===== src/rtl/shared_reg_rr_arb.sv =====
// shared_reg_rr_arb: round-robin arbiter owning one shared register driven by load/clear/set commands
module shared_reg_rr_arb #(
    parameter int N        = 4,
    parameter int W        = 8,
    parameter int MAX_HOLD = 4
) (
    input  logic           clk,
    input  logic           rst_n,
    input  logic [N-1:0]   req_i,
    input  logic [2*N-1:0] op_i,
    input  logic [N*W-1:0] d_i,
    output logic [N-1:0]   gnt_o,
    output logic [2:0]     gnt_id_o,
    output logic           busy_o,
    output logic [W-1:0]   q_o
);
    localparam int HW = $clog2(MAX_HOLD + 1);

    typedef enum logic {IDLE, GRANT} state_t;

    state_t        state_q, state_d;
    logic [N-1:0]  gnt_q, gnt_d;
    logic [2:0]    id_q, id_d;
    logic [2:0]    ptr_q, ptr_d;
    logic [HW-1:0] hold_q, hold_d;
    logic [W-1:0]  q_q, q_d;
    logic          own;
    logic [N-1:0]  others;
    logic [1:0]    own_op;
    logic [W-1:0]  own_d;

    function automatic logic [2:0] first(input logic [N-1:0] m, input logic [2:0] s);
        first = 3'd0;
        for (int k = N - 1; k >= 0; k--) begin
            if (m[(int'(s) + k) % N]) first = 3'((int'(s) + k) % N);
        end
    endfunction

    function automatic logic [2:0] nxt(input logic [2:0] g);
        nxt = (int'(g) == N - 1) ? 3'd0 : g + 3'd1;
    endfunction

    // Owner command and data are muxed through the one-hot grant so non-owner inputs never reach q
    always_comb begin
        own_op = 2'b00;
        own_d  = '0;
        for (int i = 0; i < N; i++) begin
            if (gnt_q[i]) begin
                own_op = op_i[2*i +: 2];
                own_d  = d_i[i*W +: W];
            end
        end
        own    = |(req_i & gnt_q);
        others = req_i & ~gnt_q;
    end

    // Next grant: new grant from IDLE, release or forced rotation hand over on the same edge
    always_comb begin
        state_d = state_q;
        gnt_d   = gnt_q;
        id_d    = id_q;
        ptr_d   = ptr_q;
        hold_d  = hold_q;
        if (state_q == IDLE) begin
            if (|req_i) begin
                id_d    = first(req_i, ptr_q);
                gnt_d   = N'(1) << id_d;
                hold_d  = HW'(1);
                state_d = GRANT;
            end
        end else if (!own || (|others && hold_q == HW'(MAX_HOLD))) begin
            ptr_d = nxt(id_q);
            if (|others) begin
                id_d   = first(others, ptr_d);
                gnt_d  = N'(1) << id_d;
                hold_d = HW'(1);
            end else begin
                gnt_d   = '0;
                state_d = IDLE;
            end
        end else if (hold_q != HW'(MAX_HOLD)) begin
            hold_d = hold_q + HW'(1);
        end
    end

    // Register update from the owner's command while it still holds its request
    always_comb begin
        q_d = q_q;
        if (state_q == GRANT && own) begin
            q_d = (own_op == 2'b01) ? own_d :
                  (own_op == 2'b10) ? '0 :
                  (own_op == 2'b11) ? '1 : q_q;
        end
    end

    // State registers; reset aborts any grant immediately
    always_ff @(posedge clk or negedge rst_n) begin
        if (!rst_n) begin
            state_q <= IDLE;
            gnt_q   <= '0;
            id_q    <= 3'd0;
            ptr_q   <= 3'd0;
            hold_q  <= '0;
            q_q     <= '0;
        end else begin
            state_q <= state_d;
            gnt_q   <= gnt_d;
            id_q    <= id_d;
            ptr_q   <= ptr_d;
            hold_q  <= hold_d;
            q_q     <= q_d;
        end
    end

    assign gnt_o    = gnt_q;
    assign gnt_id_o = id_q;
    assign busy_o   = |gnt_q;
    assign q_o      = q_q;
endmodule


===== config.mk =====
export PLATFORM = sky130hd
export DESIGN_NAME = shared_reg_rr_arb
export DESIGN_NICKNAME = d
export VERILOG_FILES = /design/src/rtl/shared_reg_rr_arb.sv
export SDC_FILE = /design/constraint.sdc
export NUM_CORES = 1
export LEC_CHECK = 0
export ABC_AREA = 1
export CORE_ASPECT_RATIO = 1.5
export CORE_MARGIN = 1.5
export CORE_UTILIZATION = 35
export DETAILED_ROUTE_END_ITERATION = 10
export PLACE_DENSITY = 0.72
export SYNTH_ARGS = -nofsm -noshare
export SYNTH_HDL_FRONTEND = slang
export SYNTH_SLANG_ARGS = --single-unit
export TNS_END_PERCENT = 20

===== constraint.sdc =====
create_clock -name clk -period 2 [get_ports clk]
set_clock_uncertainty 0.05 [all_clocks]
set_input_delay 0.4 -clock clk [delete_from_list [all_inputs] [get_ports clk]]
set_output_delay 0.4 -clock clk [all_outputs]
set_load 0.1 [all_outputs]

Word level (Yosys, flattened, before mapping). Cells that the tools add are included. W data, S select, Z words.

Flip-flop bits (word level): 21. Output and inout bits: 16. Logic and storage cells: 128.

Add/subtract/negate cells: 8. $lt $le $gt $ge: 8. Equal/unequal tests: 10. Shifts and indexed selects: 2. Mux-type cells: 64. Bitwise logic cells: 9. Reduce and logical (&&, ||, !) cells: 21.

Operators with widths (number): $mux W3 (22); $mux W8 (7); $lt A3 B4 Y1 const B (6); $mux W1 (18); $bmux W1 S2 (8); $mux W4 (4); $reduce_or A4 Y1 (4); $reduce_or A2 Y1 (6); $mux W2 (5); $add A2 B2 Y2 const B (4); $and A4 B4 Y4 (2); $shl A1 B3 Y4 const A (2); $add A2 B1 Y2 const B (3); $and A1 B1 Y1 const A (6); $eq A3 B3 Y1 const B (2); $lt A2 B3 Y1 const B (2); $ne A3 B3 Y1 const B (2); $reduce_and A2 Y1 (3); $reduce_and A3 Y1 (2); $eq A2 B2 Y1 const B (2); $ne A2 B1 Y1 const B (2); $not A4 Y4 (1); $add A3 B1 Y3 const B (1); $ne A3 B1 Y1 const B (1); other kinds (6) (7).

Depth between registers and ports, before layout. Gate-level depths: netlist of the first run.

Depth after elaboration: 19. Mapped depth: 15.

Worst setup path before layout of the first run. No wires, ideal clock.

Kind: register -> output. Start point: reg gnt_q[3], in the netlist gnt_o[3]. End point: out busy_o. Arrival: 2355 ps. Data required time: 1550 ps. Setup slack: -805 ps. Stages on the path, launching flop included: 5. Path buffers: 2. Cells stage by stage: dfrtp_1 -> inv_2 -> buf_2 -> buf_1 -> nand4_1.

Longest elaborated chain between the ends: 1.

Ends and longest elaborated chain: from (decl) (line 22) `logic [N-1:0] gnt_q, gnt_d;`; from (signal assigned) (line 107) `gnt_q <= gnt_d;`; $reduce_or A4 Y1 (line 117) `assign busy_o = |gnt_q;`; to (decl) (line 14) `output logic busy_o,`.

No other way between the ends.

Worst setup path in the final report of the first run.
Start point: in req_i[1]. End point: reg q_q[3], in the netlist q_o[3].

Longest elaborated chain between the ends: 4.

Ends and longest elaborated chain: from (decl) (line 9) `input logic [N-1:0] req_i,`; $and A4 B4 Y4 (line 53) `own = |(req_i & gnt_q);`; $reduce_or A4 Y1 (line 53); $logic_and A1 B1 Y1 (line 89) `if (state_q == GRANT && own) begin`; $reduce_and A2 Y1 (no source line); to (signal assigned) (line 111) `q_q <= q_d;`; to (decl) (line 26) `logic [W-1:0] q_q, q_d;`.

No other way between the ends. A chain may end at the register's enable or synchronous reset.

==> metrics.txt, run 1 <==
Slew Limit Fails=0; WHS=around 0.43 ns; Vias=around 2,100; remaining global-route overflow=0; Max Freq=about 530 MHz; Post-CTS Setup Bufs=0; Avg WL per Cell=13.1 µm; final hold vios=0; Layout Cells excl Fill=425; min Tclk post-route=1.87 ns; Post-Synthesis Cells=288; hold crit path type=in -> async; Yosys warnings=0; die area=between 5000 and 6000 µm²; clock-pin transition on the worst setup and hold timing paths=0.08 ns; share of the synthesized area in the top cell type=roughly 28%; register area=between 500 and 600 µm²; IO Count=62; TritonCTS clock tree=built; CTS root buf=clkbuf_8; first-pass GRT wire length=8900 µm; core area=a little under 5000 µm²; layout cell share with drive strength beyond 1=21.7%; Critical Path Source Type=input pin; CP Max Fanout=8; Mapped Area=1810 µm²; clock buffer depth=2; DRC viols=0; multi-input logic area=roughly 1200 µm²; Final setup viols=0; Placed Cells=421; Final period util=93.5%; DR pass1 iterations=4; clock buffers created by TritonCTS=3; DR vias/cell=4.99; Seq cells post-synth=20; Placed Area=2630 µm²; starting density of the core=36.8%; # port buffers=60; Tot GR Track Use=20.4%; die height=roughly 91 µm; area delta synth->final=49.8%; Routed WL=5550 µm; diode count=0; cell with the most instances after synthesis=nand2_1; # nets final=approximately 410; clk_lat worst skew=0.26 ns; Distinct cells, synth=29; Initial DRC Count=106; HPWL Detailed=4460 µm; kind of critical path=in -> reg; Antenna Nets Post-Route=0; top cells by count, synth=100 x nand2_1, 28 x nor2_1, 21 x nand3_1, 20 x dfrtp_1, 19 x a21oi_1; synth top area cells=dfrtp_1 28%, nand2_1 21%, nand3_1 5.8%, nor2_1 5.8%, a21oi_1 5.2%; Synthesized Nets=337; Filler Cell Count=487; worst path arrival time=1.96 ns; WP data required=2.09 ns; Final Cell Area=2720 µm²; ys flop type=dfrtp_1; RSZ-0062 raised after global routing=true; clk sinks=20; Final GP Congestion=0.917; largest net degree at the start of global routing=21; count of flip-flops with a built-in enable after synthesis=0; status=finished, final reports clean; register area share after synthesis=approximately 28%; H-Tree Depth=1; max-cap viol count=0; antenna violations before repair=0; vias in the first global route=about 2,000; largest area contributor in the netlist=dfrtp_1; Die Wd=61.8 µm; Site Rows=31; share of synthesized flip-flops with an asynchronous set or reset=100%; crit path capture type=register; Syn Area/Cell=6.30 µm²
-- registers in the layout (all words and copies together), names as in the netlist --
signal and flops:
gnt_id_o 2, gnt_o 4, hold_q 3, q_o 8, state_q 1, ptr_q 2
-- layout make-up --
type,instances,share of cell area (%)
well taps,66,3.04
multi-input cells,231,43.3
flip-flops and latches,20,19.0
repair buffers,74,27.9
clock inverters,1,1.10
inverters,30,4.14
clock buffers,3,1.52
-- worst max-delay path, cell delays in order --
cell and delay, ns:
clkdlybuf4s50_1 0.53, inv_1 0.11, o22ai_1 0.21, nor2_2 0.09, nor2_4 0.13, nand2_1 0.13, a21oi_4 0.25, a21oi_1 0.11
-- final timing paths --
check,depth (start not counted),slack [ns],startpoint,to
min,2,0.43,rst_n,q_o[5]
max in group asynchronous,2,1.23,rst_n,gnt_o[3]
min in group clk,2,0.47,hold_q[1],hold_q[1]
min reg2reg,2,0.47,hold_q[1],hold_q[1]
max,8,0.13,req_i[1],q_o[3]
max reg2reg,12,0.18,gnt_id_o[0],gnt_o[2]
-- stage by stage --
stage / util, % / worst slack (ns) / TNS [ns]
final: 55.2 / 0.131 / 0
after global routing: 55.2 / -0.00210 / -0.00273
after CTS: 54.7 / 0.0756 / 0
after detailed placement: 53.3 / -0.126 / -1.38
after global placement: 53.3 / -0.0987 / -0.868
after floorplan: - / -0.315 / -0.315
-- placed cells by master (no fill, tap or decap), types with 3 or more instances in the layout --
master | Yosys | final
a21oi_1 | 19 | 19
buf_12 | 0 | 7
buf_4 | 1 | 22
clkbuf_8 | 0 | 3
clkdlybuf4s50_1 | 0 | 44
dfrtp_1 | 20 | 14
dfrtp_2 | 0 | 3
dfrtp_4 | 0 | 3
inv_1 | 18 | 17
inv_2 | 12 | 13
nand2_1 | 100 | 100
nand2_2 | 5 | 5
nand2_4 | 3 | 3
nand3_1 | 21 | 21
nand3_2 | 5 | 5
nand4_1 | 3 | 3
nor2_1 | 28 | 28
nor2_4 | 3 | 3
o211ai_1 | 8 | 8
o21ai_0 | 13 | 13
o21ai_1 | 8 | 8
-- what timing repair did --
action	4_1_cts	5_1_grt
endpoints found under the setup margin	0	11
hold endpoints to repair	0	0
gates resized for setup	0	4
hold buffers	0	0
-- logic make-up after synthesis --
| group | Yosys count | share of synthesized area [%] |
|---|---|---|
| xor gates and xnor gates | 1 | 0.483 |
| AOI/OAI and AO/OA | 56 | 18.9 |
| adders and majority gates | 3 | 2.07 |
| and+or+nand+nor | 170 | 42.2 |
| other | 1 | 0.207 |
| DFF | 20 | 27.6 |
| buffers and inverters | 37 | 8.55 |
-- metal layers --
layer	vias up	global-route usage, %	part of all wire [%]
met5	-	0	0
met4	0	6.21	1.4
met3	8	2.56	7.7
met2	97	36.2	51
met1	938	24.4	40
li1	1076	-	-
Power of run 1 is not shown: default switching activity piles up to over one toggle a cycle in this logic, so the estimate is an artifact.
==> run 2: changes to the inputs <==
--- a/config.mk
+++ b/config.mk
@@ -11,7 +11,8 @@
 export CORE_UTILIZATION = 35
 export DETAILED_ROUTE_END_ITERATION = 10
 export PLACE_DENSITY = 0.72
+export SETUP_SLACK_MARGIN = 0.05
 export SYNTH_ARGS = -nofsm -noshare
 export SYNTH_HDL_FRONTEND = slang
 export SYNTH_SLANG_ARGS = --single-unit
-export TNS_END_PERCENT = 20
+export TNS_END_PERCENT = 10
==> metrics.txt, run 2 (synthesized netlist as in run 1, its figures left out) <==
Final WS setup=0.0999 ns (-0.0309 ns); Post-Place Worst Slack=-0.0747 ns (+0.0510 ns); TritonCTS clock tree=built; Slew Limit Fails=0 (unchanged); Max Freq=526 MHz (-1.6%); worst path arrival time=1.45 ns (-0.51 ns); clock buffer depth=2 (unchanged); Final setup viols=0 (unchanged); max-cap viol count=0 (unchanged); # port buffers=60 (unchanged); clock-pin transition on the worst setup and hold timing paths=0.08 ns (about the same); clk_lat worst skew=0.26 ns (about the same); WP data required=1.55 ns (-0.54 ns); # nets final=411 (+0.49%); Filler Cell Count=487 (unchanged); Antenna Nets Post-Route=0 (unchanged); Final period util=95.0% (+1.5 points); Site Rows=31 (unchanged); capturing point of the worst reg2reg path=gnt_o[0]; DR pass1 iterations=4 (unchanged); Final GP Congestion=0.854 (-6.9%); antenna violations before repair=0 (unchanged); hold crit path type=in -> async; setup tns final=0 ns (unchanged); Critical Path Source Type=register; Placed Cells=421 (unchanged); Hold-fix buffers, CTS=0 (unchanged); largest net degree at the start of global routing=21 (unchanged); final hold vios=0 (unchanged); crit path capture type=output port; register area=510 µm² (-0.97%); R2R setup slack=0.19 ns (about the same); Initial DRC Count=68 (-36%); Routed WL=5520 µm (-0.43%); Worst path max stage delay=0.55 ns (+0.02 ns); layout cell share with drive strength beyond 1=22.2% (+0.43 points); H-Tree Depth=1 (unchanged); vias in the first global route=2,024 (+1.3%); clk sinks=20 (unchanged); IO Count=62 (unchanged); RSZ-0062 raised after global routing=true; CTS root buf=clkbuf_8; die area=5630 µm² (unchanged); first-pass GRT wire length=8770 µm (-1.5%); Reg2Reg Depth=13 (+1); status=finished, final reports clean; critical path, cell by cell=inv_4, buf_6, nand4_1, buf_12; DRC viols=0 (unchanged); die height=91.2 µm (unchanged); starting density of the core=36.8% (unchanged); kind of critical path=reg -> out; FF-to-FF Start=gnt_id_o[1]; CP delay by family, top=flip-flops; Vias=2,105 (-0.66%); HPWL Detailed=4480 µm (+0.45%); remaining global-route overflow=0 (unchanged); diode count=0 (unchanged); Layout Utilization=54.8% (-0.33 points); Layout Cells excl Fill=427 (+0.47%); Die Wd=61.8 µm (unchanged); DR vias/cell=4.93 (-1.1%); leading cell type in the layout, fill and taps excluded=nand2_1; Tot GR Track Use=20.2% (-0.23 points); clock buffers created by TritonCTS=3 (unchanged); multi-input logic area=1170 µm² (-0.32%); min Tclk post-route=1.90 ns (+0.0309 ns); critical path buffer and inverter count=3 (+1); most frequent cells in the layout=99 x nand2_1, 44 x clkdlybuf4s50_1, 28 x nor2_1; max reg flops=8 (unchanged); core area=4930 µm² (unchanged); slowest CP cell=dfrtp_4; CP Max Fanout=13 (+5); Avg WL per Cell=12.9 µm (-0.90%); area delta synth->final=48.9%
run 2: per-layer routing:
layer / up-vias / share of wire (%) / wire length, µm / global-route usage (%)
li1: 1078 / - / - / -
met1: 945 / 41 / 2270 / 22.1
met2: 75 / 50 / 2780 / 37.7
met3: 7 / 6.9 / 379 / 2.42
met4: 0 / 1.7 / 92 / 6.38
met5: - / 0 / 0 / 0
run 2: layout make-up:
type	instances	area share (%)
repair buffers	76	28.3
multi-input cells	231	43.4
well taps	66	3.06
clock buffers	4	2.04
flip-flops and latches	20	18.9
inverters	30	4.26
run 2: how the worst max path moves through the flow:
stage	from	end	slack [ns]	cells after the start
global route	gnt_o[3]	busy_o	0.04	4
floorplan	gnt_o[3]	busy_o	-0.32	4
finish	gnt_o[3]	busy_o	0.1	4
detailed placement	req_i[1]	q_o[5]	-0.07	8
CTS	gnt_o[3]	busy_o	0.06	4
global placement	req_i[1]	q_o[5]	-0.05	8
run 2: worst register-to-register path: stages (launching register included):
cell and delay, ns:
dfrtp_2 0.44, ha_4 0.28, buf_4 0.12, nand2_1 0.06
nand2_1 0.09, inv_1 0.05, nand2_2 0.06, buf_4 0.11
nand3_1 0.07, nand2_1 0.12, nand2_1 0.07, nor2_1 0.10
nor2_1 0.05, nor2_1 0.07
run 2: what timing repair did:
item / CTS / global route
hold endpoints to repair: 0 / 0
gates resized for setup: 1 / 5
buffers inserted: 0 / 2
cloned: 0 / 0
pin swaps: 0 / 1
endpoints found under the setup margin: 1 / 7
run 2: metrics by stage:
step / hold WS [ns] / instance area, µm²
after floorplan: 0.0544 / 1840
after global placement: 0.455 / 2610
after detailed placement: 0.463 / 2610
after CTS: 0.434 / 2670
after global routing: 0.453 / 2700
final: 0.421 / 2700
Power of run 2 is left out for the same reason.
